`src/rtl/control_fsm.sv`:
```
// Multi-cycle control FSM: FETCH/DECODE/EXEC/MEM/WB; ALU ops take 4 cycles from handshake.
// Backpressure: instr_ready only in FETCH; MEM holds its enable until mem_ack or MEM_TIMEOUT.
module control_fsm #(
    parameter int INSTR_W     = 8,
    parameter int REG_AW      = 2,
    parameter int MEM_TIMEOUT = 15
) (
    input  logic              clk,
    input  logic              rst_n,
    input  logic              instr_valid,
    input  logic [INSTR_W-1:0] instr,
    output logic              instr_ready,
    input  logic              alu_zero,
    input  logic              mem_ack,
    input  logic              err_clr,
    output logic [REG_AW-1:0] reg_addr_0,
    output logic [REG_AW-1:0] reg_addr_1,
    output logic [REG_AW-1:0] reg_addr_w,
    output logic              reg_w_en,
    output logic              mem_r_en,
    output logic              mem_w_en,
    output logic [1:0]        sel_w_source,
    output logic              pc_en,
    output logic [1:0]        pc_sel,
    output logic              busy,
    output logic              err
);

    typedef enum logic [2:0] {S_FETCH, S_DECODE, S_EXEC, S_MEM, S_WB} state_t;

    localparam logic [3:0] OP_ADD  = 4'b0001;
    localparam logic [3:0] OP_AND  = 4'b0010;
    localparam logic [3:0] OP_NOR  = 4'b0100;
    localparam logic [3:0] OP_SLT  = 4'b0101;
    localparam logic [3:0] OP_J    = 4'b1000;
    localparam logic [3:0] OP_JAL  = 4'b1001;
    localparam logic [3:0] OP_LW   = 4'b1010;
    localparam logic [3:0] OP_SW   = 4'b1011;
    localparam logic [3:0] OP_BEQ  = 4'b1100;
    localparam logic [3:0] OP_BNE  = 4'b1101;
    localparam logic [3:0] OP_LI   = 4'b1111;

    state_t               r_state;
    state_t               w_next;
    logic [INSTR_W-1:0]   r_ir;
    logic [7:0]           r_mem_cnt;
    logic                 r_err;
    logic [3:0]           w_opcode;
    logic [REG_AW-1:0]    w_rd;
    logic [REG_AW-1:0]    w_rs;
    logic                 w_timeout;

    assign w_opcode   = r_ir[INSTR_W-1 -: 4];
    assign w_rd       = r_ir[2*REG_AW-1:REG_AW];
    assign w_rs       = r_ir[REG_AW-1:0];
    assign reg_addr_0 = w_rs;
    assign reg_addr_1 = w_rd;
    assign instr_ready = (r_state == S_FETCH);
    assign busy        = (r_state != S_FETCH);
    assign err         = r_err;

    // Last permitted MEM cycle with no ack; an ack in the same cycle takes priority.
    assign w_timeout = (r_state == S_MEM) && !mem_ack &&
                       (r_mem_cnt == 8'(MEM_TIMEOUT - 1));

    always_ff @(posedge clk or negedge rst_n) begin
        if (!rst_n) begin
            r_state   <= S_FETCH;
            r_ir      <= '0;
            r_mem_cnt <= '0;
            r_err     <= 1'b0;
        end else begin
            r_state <= w_next;
            if (instr_valid && instr_ready)
                r_ir <= instr;
            if (r_state == S_MEM && w_next == S_MEM)
                r_mem_cnt <= r_mem_cnt + 8'd1;
            else
                r_mem_cnt <= '0;
            if (w_timeout)
                r_err <= 1'b1;
            else if (err_clr)
                r_err <= 1'b0;
        end
    end

    always_comb begin
        case (w_opcode)
            OP_ADD, OP_AND, OP_NOR, OP_SLT, OP_BEQ, OP_BNE: reg_addr_w = '0;
            default:                                        reg_addr_w = w_rd;
        endcase
        case (w_opcode)
            OP_LW:   sel_w_source = 2'd1;
            OP_LI:   sel_w_source = 2'd2;
            default: sel_w_source = 2'd0;
        endcase
    end

    always_comb begin
        w_next   = r_state;
        reg_w_en = 1'b0;
        mem_r_en = 1'b0;
        mem_w_en = 1'b0;
        pc_en    = 1'b0;
        pc_sel   = 2'd0;
        case (r_state)
            S_FETCH: begin
                if (instr_valid)
                    w_next = S_DECODE;
            end
            S_DECODE: w_next = S_EXEC;
            S_EXEC: begin
                case (w_opcode)
                    OP_J: begin
                        pc_en  = 1'b1;
                        pc_sel = 2'd1;
                        w_next = S_FETCH;
                    end
                    OP_JAL, OP_LW, OP_SW: w_next = S_MEM;
                    OP_BEQ: begin
                        pc_en  = 1'b1;
                        pc_sel = alu_zero ? 2'd2 : 2'd0;
                        w_next = S_FETCH;
                    end
                    OP_BNE: begin
                        pc_en  = 1'b1;
                        pc_sel = alu_zero ? 2'd0 : 2'd2;
                        w_next = S_FETCH;
                    end
                    default: w_next = S_WB;
                endcase
            end
            S_MEM: begin
                mem_r_en = (w_opcode == OP_LW);
                mem_w_en = (w_opcode != OP_LW);
                if (mem_ack) begin
                    if (w_opcode == OP_LW) begin
                        w_next = S_WB;
                    end else begin
                        pc_en  = 1'b1;
                        pc_sel = (w_opcode == OP_JAL) ? 2'd1 : 2'd0;
                        w_next = S_FETCH;
                    end
                end else if (w_timeout) begin
                    pc_en  = 1'b1;
                    w_next = S_FETCH;
                end
            end
            S_WB: begin
                reg_w_en = 1'b1;
                pc_en    = 1'b1;
                w_next   = S_FETCH;
            end
            default: w_next = S_FETCH;
        endcase
    end

endmodule

```
`config.mk`:
```
export PLATFORM = sky130hd
export DESIGN_NAME = control_fsm
export DESIGN_NICKNAME = d
export VERILOG_FILES = /design/src/rtl/control_fsm.sv
export SDC_FILE = /design/constraint.sdc
export NUM_CORES = 1
export LEC_CHECK = 0
export CAP_MARGIN = 5
export CORE_MARGIN = 3
export CORE_UTILIZATION = 30
export DETAILED_ROUTE_END_ITERATION = 8
export GPL_ROUTABILITY_DRIVEN = 0
export PLACE_DENSITY = 0.6
export SLEW_MARGIN = 20
export SYNTH_ARGS = -nofsm -noshare
export SYNTH_HDL_FRONTEND = slang
export SYNTH_SLANG_ARGS = --single-unit
```
`constraint.sdc`:
```
create_clock -name clk -period 1.8 [get_ports clk]
set_input_delay 0.27 -clock clk [delete_from_list [all_inputs] [get_ports clk]]
set_output_delay 0.27 -clock clk [all_outputs]
set_load 0.02 [all_outputs]
```
==> impl_metrics.toml, run 1 <==
[floorplan]
fp.dieH_um = 67.0
rows = 21
core_mm2 = 0.00347
start_util = 0.322
die-width_um = 67.0
ioPinCount = 31
dieArea_mm2 = 0.00449

[detailed_routing]
finalWirelength_um = 2740
drt_pass1_iterations = 4
num_vias = 1066
via_per_inst = 4.87
ant_nets = 0
drtIter0Drc = 52
route.detailed.drc = 0
routedWlPerCell_um = 12.5

[global_routing]
grt_antenna_before_repair = 0
grt_pass1_vias = 1031
grtUsageTotal = 0.137
grt_max_degree = 21
top_usage_layer = "met2"
grt_use_met1 = 0.154
use_met3 = 0.0270
grt_overflow = 0
grt_first_pass_wirelength_um = 4620
grtUsageMet2 = 0.254

[synth]
yosys.area.top_type = "dfrtp_1"
ys_warn_count = 0
synth_common_cells = "dfrtp_1, nor2_1, inv_1, nand3_1, nand2_1"
synth_nets = 132
synth_edf_count = 0
synth.top_cell.area_share = 0.448
ys_ff_latch = 20
synth_ff_type = "dfrtp_1"
synth.most_common_cell = "dfrtp_1"
syn-cell-area_mm2 = 0.00112
synth_cells = 116
synth_cell_types = 35
async_reset_ff_frac = 1.00
synth_area_leaders = "dfrtp_1, mux2_2, nand3_1"
yosysSeqAreaShare = 0.448
syn_area_per_cell_um2 = 9.63

[min_path]
hold_class = "input port to async pin"

[outcome]
status = "complete, but fails checks"
violations = "negative setup slack"

[setup_path]
crit_required_ns = 1.53
startpoint_type = "flip-flop"
criticalPathCategory = "flip-flop to output port"
worstPathArrival_ns = 1.84
cp_max_fo = 2
critPathCaptureType = "output port"

[cts]
insertion_delay_ns = 0.25
cts.htree.levels = 1
path_clk_slew_ns = 0.07
clockRootBuffer = "clkbuf_8"
cts_buffers = 3
cts_buffer_depth = 2
ctsHoldBuffers = 0
cts_tree = "yes"
cts_num_sinks = 20

[sta]
tightestPinTransition_ns = 0.293
fmax_mhz = 474
drv_slew = 0
slew_headroom = 0.802
rsz0062_at_grt = "yes"
skew_ns = 0.000819
hold_viol_final = 0
min_period_ns = 2.11
setup_ws_ns = -0.311
setup_viol_count_final = 1
period_share = 1.17

[placement]
placed_cells = 210
numPortBuffers = 30
preCtsSetupSlack_ns = -0.635
dpl.hpwl_um = 2060

[power]
cellPowerDensity_mw_per_mm2 = 1370
peakVddDrop_mv = 0.429
p_leak_nw = 0.779
finalPower_w = 0.00238

[cells_and_area]
layout.cells.non_filler = 219
num_antenna_cells = 0
syn2layout_area_growth_pct = 55.8
nFillCells = 340
num-nets-final = 191
final_util = 0.502
layout-drive-gt1-share = 0.382

[run]
drv_cap = 0
per-layer routing:
| metal | part of all wire | wire length (um) |
|---|---|---|
| met5 | 0 | 0 |
| met1 | 0.43 | 1170 |
| met4 | 0.015 | 42 |
| met3 | 0.056 | 153 |
| met2 | 0.50 | 1370 |
flip-flops by register name, summed over array words and instances, names as in the netlist:
| register | count |
|---|---|
| err | 1 |
| r_mem_cnt | 8 |
| r_state | 3 |
| r_ir | 8 |
report_power, final:
part           leakage [nW]  internal (W)  switching [W]  total, W
clock                0.0216      0.000149       0.000140  0.000289
combinational         0.499      0.000708       0.000670   0.00138
sequential            0.258      0.000577       0.000141  0.000717
logic make-up (layout without fill, tap and decap cells):
group                    Yosys count  after routing  share of synthesized area
adder cells (fa/ha/maj)            2              2                     0.0224
flip-flops                        20             20                      0.448
multiplexers                       6              6                     0.0605
XOR/XNOR                           4              4                     0.0314
AO/OA/AOI/OAI                     19             19                      0.114
AND/OR/NAND/NOR                   48             48                      0.250
buffers and inverters             17             74                     0.0739
critical path, stage by stage (launching register included):
cell and delay [ns]:
dfrtp_1 0.38, or4_4 0.53, or4_4 0.45, o2111ai_4 0.08, buf_6 0.14
final cells by class:
type                    count  area (um2)  area share
multi-input cells          79         596       0.342
repair buffers             63         513       0.295
flip-flops and latches     20         503       0.289
well taps                  46        57.6      0.0331
clock buffers               3        41.3      0.0237
inverters                   8        30.0      0.0173
through the flow:
stage	instance area, um2	hold WS [ns]	TNS, ns
after floorplan	1140	-0.0256	-0.0415
final	1740	0.358	-0.311
after CTS	1740	0.366	-0.557
after global placement	1650	0.495	-1.41
after global routing	1740	0.372	-0.398
after detailed placement	1650	0.495	-1.49
placed cells by master (no fill, tap or decap), types with 2 or more instances in the layout:
cell,count
buf_4,33
dfrtp_1,18
clkdlybuf4s50_1,18
nor2_1,9
nand3_1,8
inv_1,8
nand2_1,7
mux2_2,6
clkbuf_2,6
nand2b_1,5
o21ai_0,5
a21oi_1,4
clkbuf_8,3
or4_4,2
o21ai_2,2
a31oi_1,2
xnor2_1,2
nor3_2,2
nor3b_1,2
or3_1,2
xor2_1,2
ha_1,2
buf_6,2
dlygate4sd2_1,2
dfrtp_2,2
final timing paths:
path                            slack, ns      end  cells after the start          from
worst min-delay path                 0.36  r_ir[4]                      2         rst_n
worst max register to register       0.10  r_ir[2]                      5    r_state[0]
worst min register to register       0.51  r_ir[1]                      1       r_ir[1]
max in group asynchronous            1.22  r_ir[7]                      2         rst_n
min in group clk                     0.51  r_ir[1]                      1       r_ir[1]
worst max-delay path                -0.31    pc_en                      4  r_mem_cnt[6]
what timing repair did:
item / in CTS / in global routing
buffers inserted: 4 / 2
resized for setup: 35 / 17
gates cloned: 0 / 0
endpoints found under the setup margin: 12 / 9
pin swaps: 5 / 3
(Power assumes the default switching activity.)
==> run 2, diff against run 1 <==
--- a/config.mk
+++ b/config.mk
@@ -8,6 +8,7 @@
 export CAP_MARGIN = 5
 export CORE_MARGIN = 3
 export CORE_UTILIZATION = 30
+export CTS_CLUSTER_SIZE = 24
 export DETAILED_ROUTE_END_ITERATION = 8
 export GPL_ROUTABILITY_DRIVEN = 0
 export PLACE_DENSITY = 0.6
==> results of run 2 <==
Final layout, timing and power as in run 1 (identical DEF).
